<file path="src/rtl/gol_pkg.sv">
// Shared constants and enums for the Game-of-Life grid RAM arbiter.
package gol_pkg;

    localparam int unsigned GOL_ADDR_W = 16;
    localparam int unsigned GOL_DATA_W = 4;

    // Owner tag carried alongside each RAM command to route read data back.
    typedef enum logic [1:0] {
        OWN_NONE = 2'd0,
        OWN_DISP = 2'd1,
        OWN_ENG  = 2'd2
    } owner_t;

    typedef enum logic {
        ST_RUN   = 1'b0,
        ST_CLEAR = 1'b1
    } arb_state_t;

endpackage

</file>
<file path="src/rtl/gol_clear_seq.sv">
// Grid clear sequencer: walks every address once, ascending, while busy.
module gol_clear_seq #(
    parameter int unsigned ADDR_W = 16
) (
    input  logic              clk,
    input  logic              rst,
    input  logic              start,
    output logic              busy,
    output logic [ADDR_W-1:0] addr,
    output logic              done_c
);

    logic              busy_q, busy_d;
    logic [ADDR_W-1:0] addr_q, addr_d;

    // The final address is being issued this cycle.
    assign done_c = busy_q && (addr_q == {ADDR_W{1'b1}});
    assign busy   = busy_q;
    assign addr   = addr_q;

    // Next busy flag and address counter.
    always_comb begin
        busy_d = busy_q;
        addr_d = addr_q;
        if (!busy_q) begin
            if (start) begin
                busy_d = 1'b1;
                addr_d = '0;
            end
        end else if (done_c) begin
            busy_d = 1'b0;
            addr_d = '0;
        end else begin
            addr_d = addr_q + ADDR_W'(1);
        end
    end

    // Sequencer registers.
    always_ff @(posedge clk) begin
        if (rst) begin
            busy_q <= 1'b0;
            addr_q <= '0;
        end else begin
            busy_q <= busy_d;
            addr_q <= addr_d;
        end
    end

endmodule

</file>
<file path="src/rtl/gol_ram_arbiter.sv">
// Shares the single-port grid RAM between display, engine and clear sequencer.
module gol_ram_arbiter
    import gol_pkg::*;
#(
    parameter int unsigned ADDR_W       = GOL_ADDR_W,
    parameter int unsigned DATA_W       = GOL_DATA_W,
    parameter int unsigned MAX_DISP_RUN = 8
) (
    input  logic              clk,
    input  logic              rst,
    input  logic              clear_start,
    output logic              clear_busy,
    input  logic              disp_req,
    input  logic [ADDR_W-1:0] disp_addr,
    output logic              disp_gnt,
    output logic              disp_rvalid,
    output logic [DATA_W-1:0] disp_rdata,
    input  logic              eng_req,
    input  logic              eng_we,
    input  logic [ADDR_W-1:0] eng_addr,
    input  logic [DATA_W-1:0] eng_wdata,
    output logic              eng_gnt,
    output logic              eng_rvalid,
    output logic [DATA_W-1:0] eng_rdata,
    output logic [ADDR_W-1:0] ram_addr,
    output logic              ram_we,
    output logic [DATA_W-1:0] ram_din,
    input  logic [DATA_W-1:0] ram_dout
);

    localparam int unsigned      RUN_W   = 8;
    localparam logic [RUN_W-1:0] RUN_MAX = RUN_W'(MAX_DISP_RUN);

    arb_state_t        state_q, state_d;
    logic [RUN_W-1:0]  run_cnt_q, run_cnt_d;
    logic [ADDR_W-1:0] ram_addr_q, ram_addr_d;
    logic              ram_we_q, ram_we_d;
    logic [DATA_W-1:0] ram_din_q, ram_din_d;
    owner_t            tag0_q, tag0_d;
    owner_t            tag1_q, tag1_d;
    logic [DATA_W-1:0] disp_rdata_q, disp_rdata_d;
    logic [DATA_W-1:0] eng_rdata_q, eng_rdata_d;

    logic              clr_start;
    logic              clr_busy;
    logic [ADDR_W-1:0] clr_addr;
    logic              clr_done_c;

    gol_clear_seq #(
        .ADDR_W (ADDR_W)
    ) u_clear_seq (
        .clk    (clk),
        .rst    (rst),
        .start  (clr_start),
        .busy   (clr_busy),
        .addr   (clr_addr),
        .done_c (clr_done_c)
    );

    assign clear_busy = clr_busy;
    assign ram_addr   = ram_addr_q;
    assign ram_we     = ram_we_q;
    assign ram_din    = ram_din_q;

    // FSM next state and grant selection; the starved engine wins over display.
    always_comb begin
        state_d   = state_q;
        disp_gnt  = 1'b0;
        eng_gnt   = 1'b0;
        clr_start = 1'b0;
        if (state_q == ST_RUN) begin
            if (clear_start) begin
                state_d   = ST_CLEAR;
                clr_start = 1'b1;
            end else if (eng_req && (run_cnt_q == RUN_MAX)) begin
                eng_gnt = 1'b1;
            end else if (disp_req) begin
                disp_gnt = 1'b1;
            end else if (eng_req) begin
                eng_gnt = 1'b1;
            end
        end else if (clr_done_c) begin
            state_d = ST_RUN;
        end
    end

    // Count display grants taken while the engine is kept waiting.
    always_comb begin
        run_cnt_d = run_cnt_q;
        if (!eng_req || eng_gnt) begin
            run_cnt_d = '0;
        end else if (disp_gnt && (run_cnt_q < RUN_MAX)) begin
            run_cnt_d = run_cnt_q + RUN_W'(1);
        end
    end

    // Build the next RAM command and its owner tag.
    always_comb begin
        ram_addr_d = ram_addr_q;
        ram_din_d  = ram_din_q;
        ram_we_d   = 1'b0;
        tag0_d     = OWN_NONE;
        tag1_d     = tag0_q;
        if (state_q == ST_CLEAR) begin
            ram_addr_d = clr_addr;
            ram_din_d  = '0;
            ram_we_d   = 1'b1;
        end else if (disp_gnt) begin
            ram_addr_d = disp_addr;
            tag0_d     = OWN_DISP;
        end else if (eng_gnt) begin
            ram_addr_d = eng_addr;
            ram_din_d  = eng_wdata;
            ram_we_d   = eng_we;
            tag0_d     = eng_we ? OWN_NONE : OWN_ENG;
        end
    end

    // Route RAM output to the owner of the read now leaving the pipe.
    always_comb begin
        disp_rvalid  = (tag1_q == OWN_DISP);
        eng_rvalid   = (tag1_q == OWN_ENG);
        disp_rdata_d = disp_rvalid ? ram_dout : disp_rdata_q;
        eng_rdata_d  = eng_rvalid  ? ram_dout : eng_rdata_q;
        disp_rdata   = disp_rdata_d;
        eng_rdata    = eng_rdata_d;
    end

    // State, command register, tag pipe and read-data hold registers.
    always_ff @(posedge clk) begin
        if (rst) begin
            state_q      <= ST_RUN;
            run_cnt_q    <= '0;
            ram_addr_q   <= '0;
            ram_we_q     <= 1'b0;
            ram_din_q    <= '0;
            tag0_q       <= OWN_NONE;
            tag1_q       <= OWN_NONE;
            disp_rdata_q <= '0;
            eng_rdata_q  <= '0;
        end else begin
            state_q      <= state_d;
            run_cnt_q    <= run_cnt_d;
            ram_addr_q   <= ram_addr_d;
            ram_we_q     <= ram_we_d;
            ram_din_q    <= ram_din_d;
            tag0_q       <= tag0_d;
            tag1_q       <= tag1_d;
            disp_rdata_q <= disp_rdata_d;
            eng_rdata_q  <= eng_rdata_d;
        end
    end

endmodule

</file>
<file path="config.mk">
export PLATFORM = sky130hd
export DESIGN_NAME = gol_ram_arbiter
export DESIGN_NICKNAME = d
export VERILOG_FILES = /design/src/rtl/gol_pkg.sv /design/src/rtl/gol_clear_seq.sv /design/src/rtl/gol_ram_arbiter.sv
export SDC_FILE = /design/constraint.sdc
export NUM_CORES = 1
export LEC_CHECK = 0
export CORE_MARGIN = 2
export CORE_UTILIZATION = 60
export CTS_CLUSTER_SIZE = 28
export DETAILED_ROUTE_END_ITERATION = 16
export DONT_BUFFER_PORTS = 1
export PLACE_DENSITY = 0.76
export SYNTH_ARGS = -nofsm -noshare
export SYNTH_HDL_FRONTEND = slang
export SYNTH_SLANG_ARGS = --single-unit
export TNS_END_PERCENT = 50
</file>
<file path="constraint.sdc">
create_clock -name clk -period 2.3 [get_ports clk]
set_clock_uncertainty 0.2 [all_clocks]
set_input_delay 0.23 -clock clk [delete_from_list [all_inputs] [get_ports clk]]
set_output_delay 0.23 -clock clk [all_outputs]
set_load 0.05 [all_outputs]
</file>
==> reports/metrics.cfg <==
[logic_synthesis]
synth-seq-area-share_pct=40.9
postSynthAreaPerCell_um2=8.94
synth-warning-count=0
ys_async_sr_fraction_pct=0
yosys-top-cells-area=dfxtp_1 41%, a311oi_2 4.7%, nor2_1 4.5%
synth_top_family_by_area=simple AND/OR/NAND/NOR gates
yosys.area.top_type=dfxtp_1
yosysUniqueCellTypes=53
muxShareOfSynthArea_pct=3.81
netlist_instances=323
synth-seq-cells=59
synth_compound_area_share_pct=19.4
yosys.area_share.simple_pct=26.6
synth-edff-count=0
yosys.area_share.xor_xnor_pct=2.73
synth_nets=372
netlist_area_um2=2890
ys.flop_type=dfxtp_1
synth_top_area_share_pct=40.9
synthAdderAreaFrac_pct=1.30

[pwr]
max-vdd-ir-drop_uv=421
p_leak_nw=1.40
power_density_nw_per_um2=742

[cells_and_area]
syn2layout_area_growth_pct=27.9
drive_gt1_share_pct=19.0
mostFrequentLayoutCells=58 x dfxtp_1, 39 x dlygate4sd3_1, 35 x nor2_1
final_common_cell=dfxtp_1
stdcell_area_um2=3690
fin_nets=423

[grt]
grt_max_degree=40
grt_pass1_wl_um=14600
antenna_found_initial=1
grt_util_all_layers_pct=35.6
first_global_vias=2980
overflow=0

[routing]
drcViolationCount=0
via_per_inst=7.10
vias=3080
antenna_left=0
wl_um=10000
dr.pass1.iters=7
drtIter0Drc=476
wire_per_inst_um=23.1

[clock_tree]
clock-sinks=59
ctsRootBufferMaster=clkbuf_8
numCtsBuffers=9
clk_pin_slew_ns=0.08
htreeDepth=3
clock_latency_ns=0.34
clockBufferDepth=2
cts_tree=built

[die]
die_height_um=73.4
initial_core_util_pct=61.5
die_area_um2=5380
chipWidth_um=73.4
rows=25
core_um2=4690
io_pins=80

[placement]
port_buffers=0
gp_congestion=0.776
dpl_worst_slack_ns=0.0741
placed_cell_area_um2=2970
dp_hpwl_um=4670

[hold_path]
min-delay-start=disp_req
worstHoldPathCells=3
min_path_type=in2reg
whs_endpoint=ram_din[2]

[sta]
worst_slack_ns=-0.0702
period_share_pct=103
rsz0062_at_grt=true
hold_violations=0
slew_headroom_pct=61.1
worst-slew-pin-transition_ns=0.583
min_period_ns=2.37
setup_viol=1
fmax_ghz=0.422
slew_violations=0

[outcome]
violations=setup timing
status=complete, but fails checks

[setup_path]
end_kind=flop
r2r-start=run_cnt_q[0]
reg2reg_slack_ns=-0.07
crit_type=reg2reg
crit_required_ns=2.29
arrival_ns=2.36
crit_fanout=10
r2r_end=ram_addr[14]
start_kind=flop
r2r_cells=8

[job]
drv_cap=0

-- routing by layer --
layer | track usage, % | vias up | routed length, um
met1 | 39.9 | 1408 | 3650
met2 | 56.8 | 287 | 4540
li1 | - | 1279 | -
met3 | 11.8 | 106 | 1110
met5 | 0 | - | 0
met4 | 25.1 | 0 | 741
-- area by class of cell --
type                    count  area [um2]
diodes                      1        2.50
fillers                   247         997
clock buffers               9         124
repair buffers             61         592
flip-flops and latches     59        1180
well taps                  54        67.6
multi-input cells         233        1570
inverters                  10        37.5
clock inverters             7         124
-- where the power goes --
part | switching (mW) | internal (mW) | leakage [nW]
Clock | 0.464 | 0.727 | 0.120
Combinational | 0.210 | 0.142 | 0.804
Sequential | 0.141 | 1.06 | 0.481
Total | 0.815 | 1.93 | 1.40
-- Yosys cell counts (all sizes together), types with 4 or more instances --
master	count
buf	8
a31oi	4
mux2	8
nor2	35
nand4	6
and2	6
nor2b	13
a21oi	10
nor3	4
or4	5
nand2	21
o21ai	27
a311oi	15
xor2	8
nand3	27
and4	4
clkbuf	13
inv	10
dfxtp	59
-- state kept, by name, summed over array words and instances, names as in the netlist --
register	cells
disp_rdata_q	4
eng_rdata_q	4
ram_addr	16
ram_din	4
ram_we	1
run_cnt_q	8
state_q	1
tag0_q	2
tag1_q	2
u_clear_seq.addr	16
u_clear_seq.busy	1
-- kinds of logic after synthesis --
group,Yosys count
adder cells (fa/ha/maj),3
XOR/XNOR,9
AND/OR/NAND/NOR,137
AO/OA/AOI/OAI,74
multiplexers,10
buffers and inverters,31
flip-flops,59
-- critical path, stage by stage, from the launching register on --
cell	delay, ns
dfxtp_1	0.36
inv_1	0.08
ha_1	0.21
and4b_1	0.26
a211oi_4	0.29
buf_6	0.15
buf_12	0.12
nand2_1	0.12
a311oi_2	0.43
-- timing repair --
action	in CTS	in global routing
gates resized for setup	5	1
endpoints found under the hold margin	50	0
hold buffers	40	0
pin swaps	0	0
setup buffers	0	4
setup endpoints to repair	2	2
-- per-stage QoR --
stage / cells / hold WS, ns / setup TNS [ns] / util (%) / total power [mW]
after floorplan: 323 / 0.109 / 0 / - / 1.40
after global placement: 373 / 0.106 / 0 / 63.3 / 1.44
after detailed placement: 373 / 0.107 / 0 / 63.3 / 1.44
after CTS: 429 / 0.0221 / -0.00980 / 77.6 / 2.68
after global routing: 433 / 0.0351 / -0.140 / 78.7 / 2.80
final: 434 / 0.0222 / -0.0702 / 78.7 / 2.74
-- worst max-delay path by stage --
stage / start / endpoint / slack, ns / depth (start not counted)
floorplan: run_cnt_q[0] / ram_addr[10] / 0.20 / 7
global placement: run_cnt_q[0] / ram_addr[2] / 0.14 / 6
detailed placement: run_cnt_q[0] / ram_addr[11] / 0.07 / 6
CTS: run_cnt_q[0] / disp_gnt / -0.01 / 6
global route: run_cnt_q[0] / ram_addr[14] / -0.14 / 8
finish: run_cnt_q[0] / ram_addr[14] / -0.07 / 8
No activity file was read; power rests on OpenSTA's default activity.
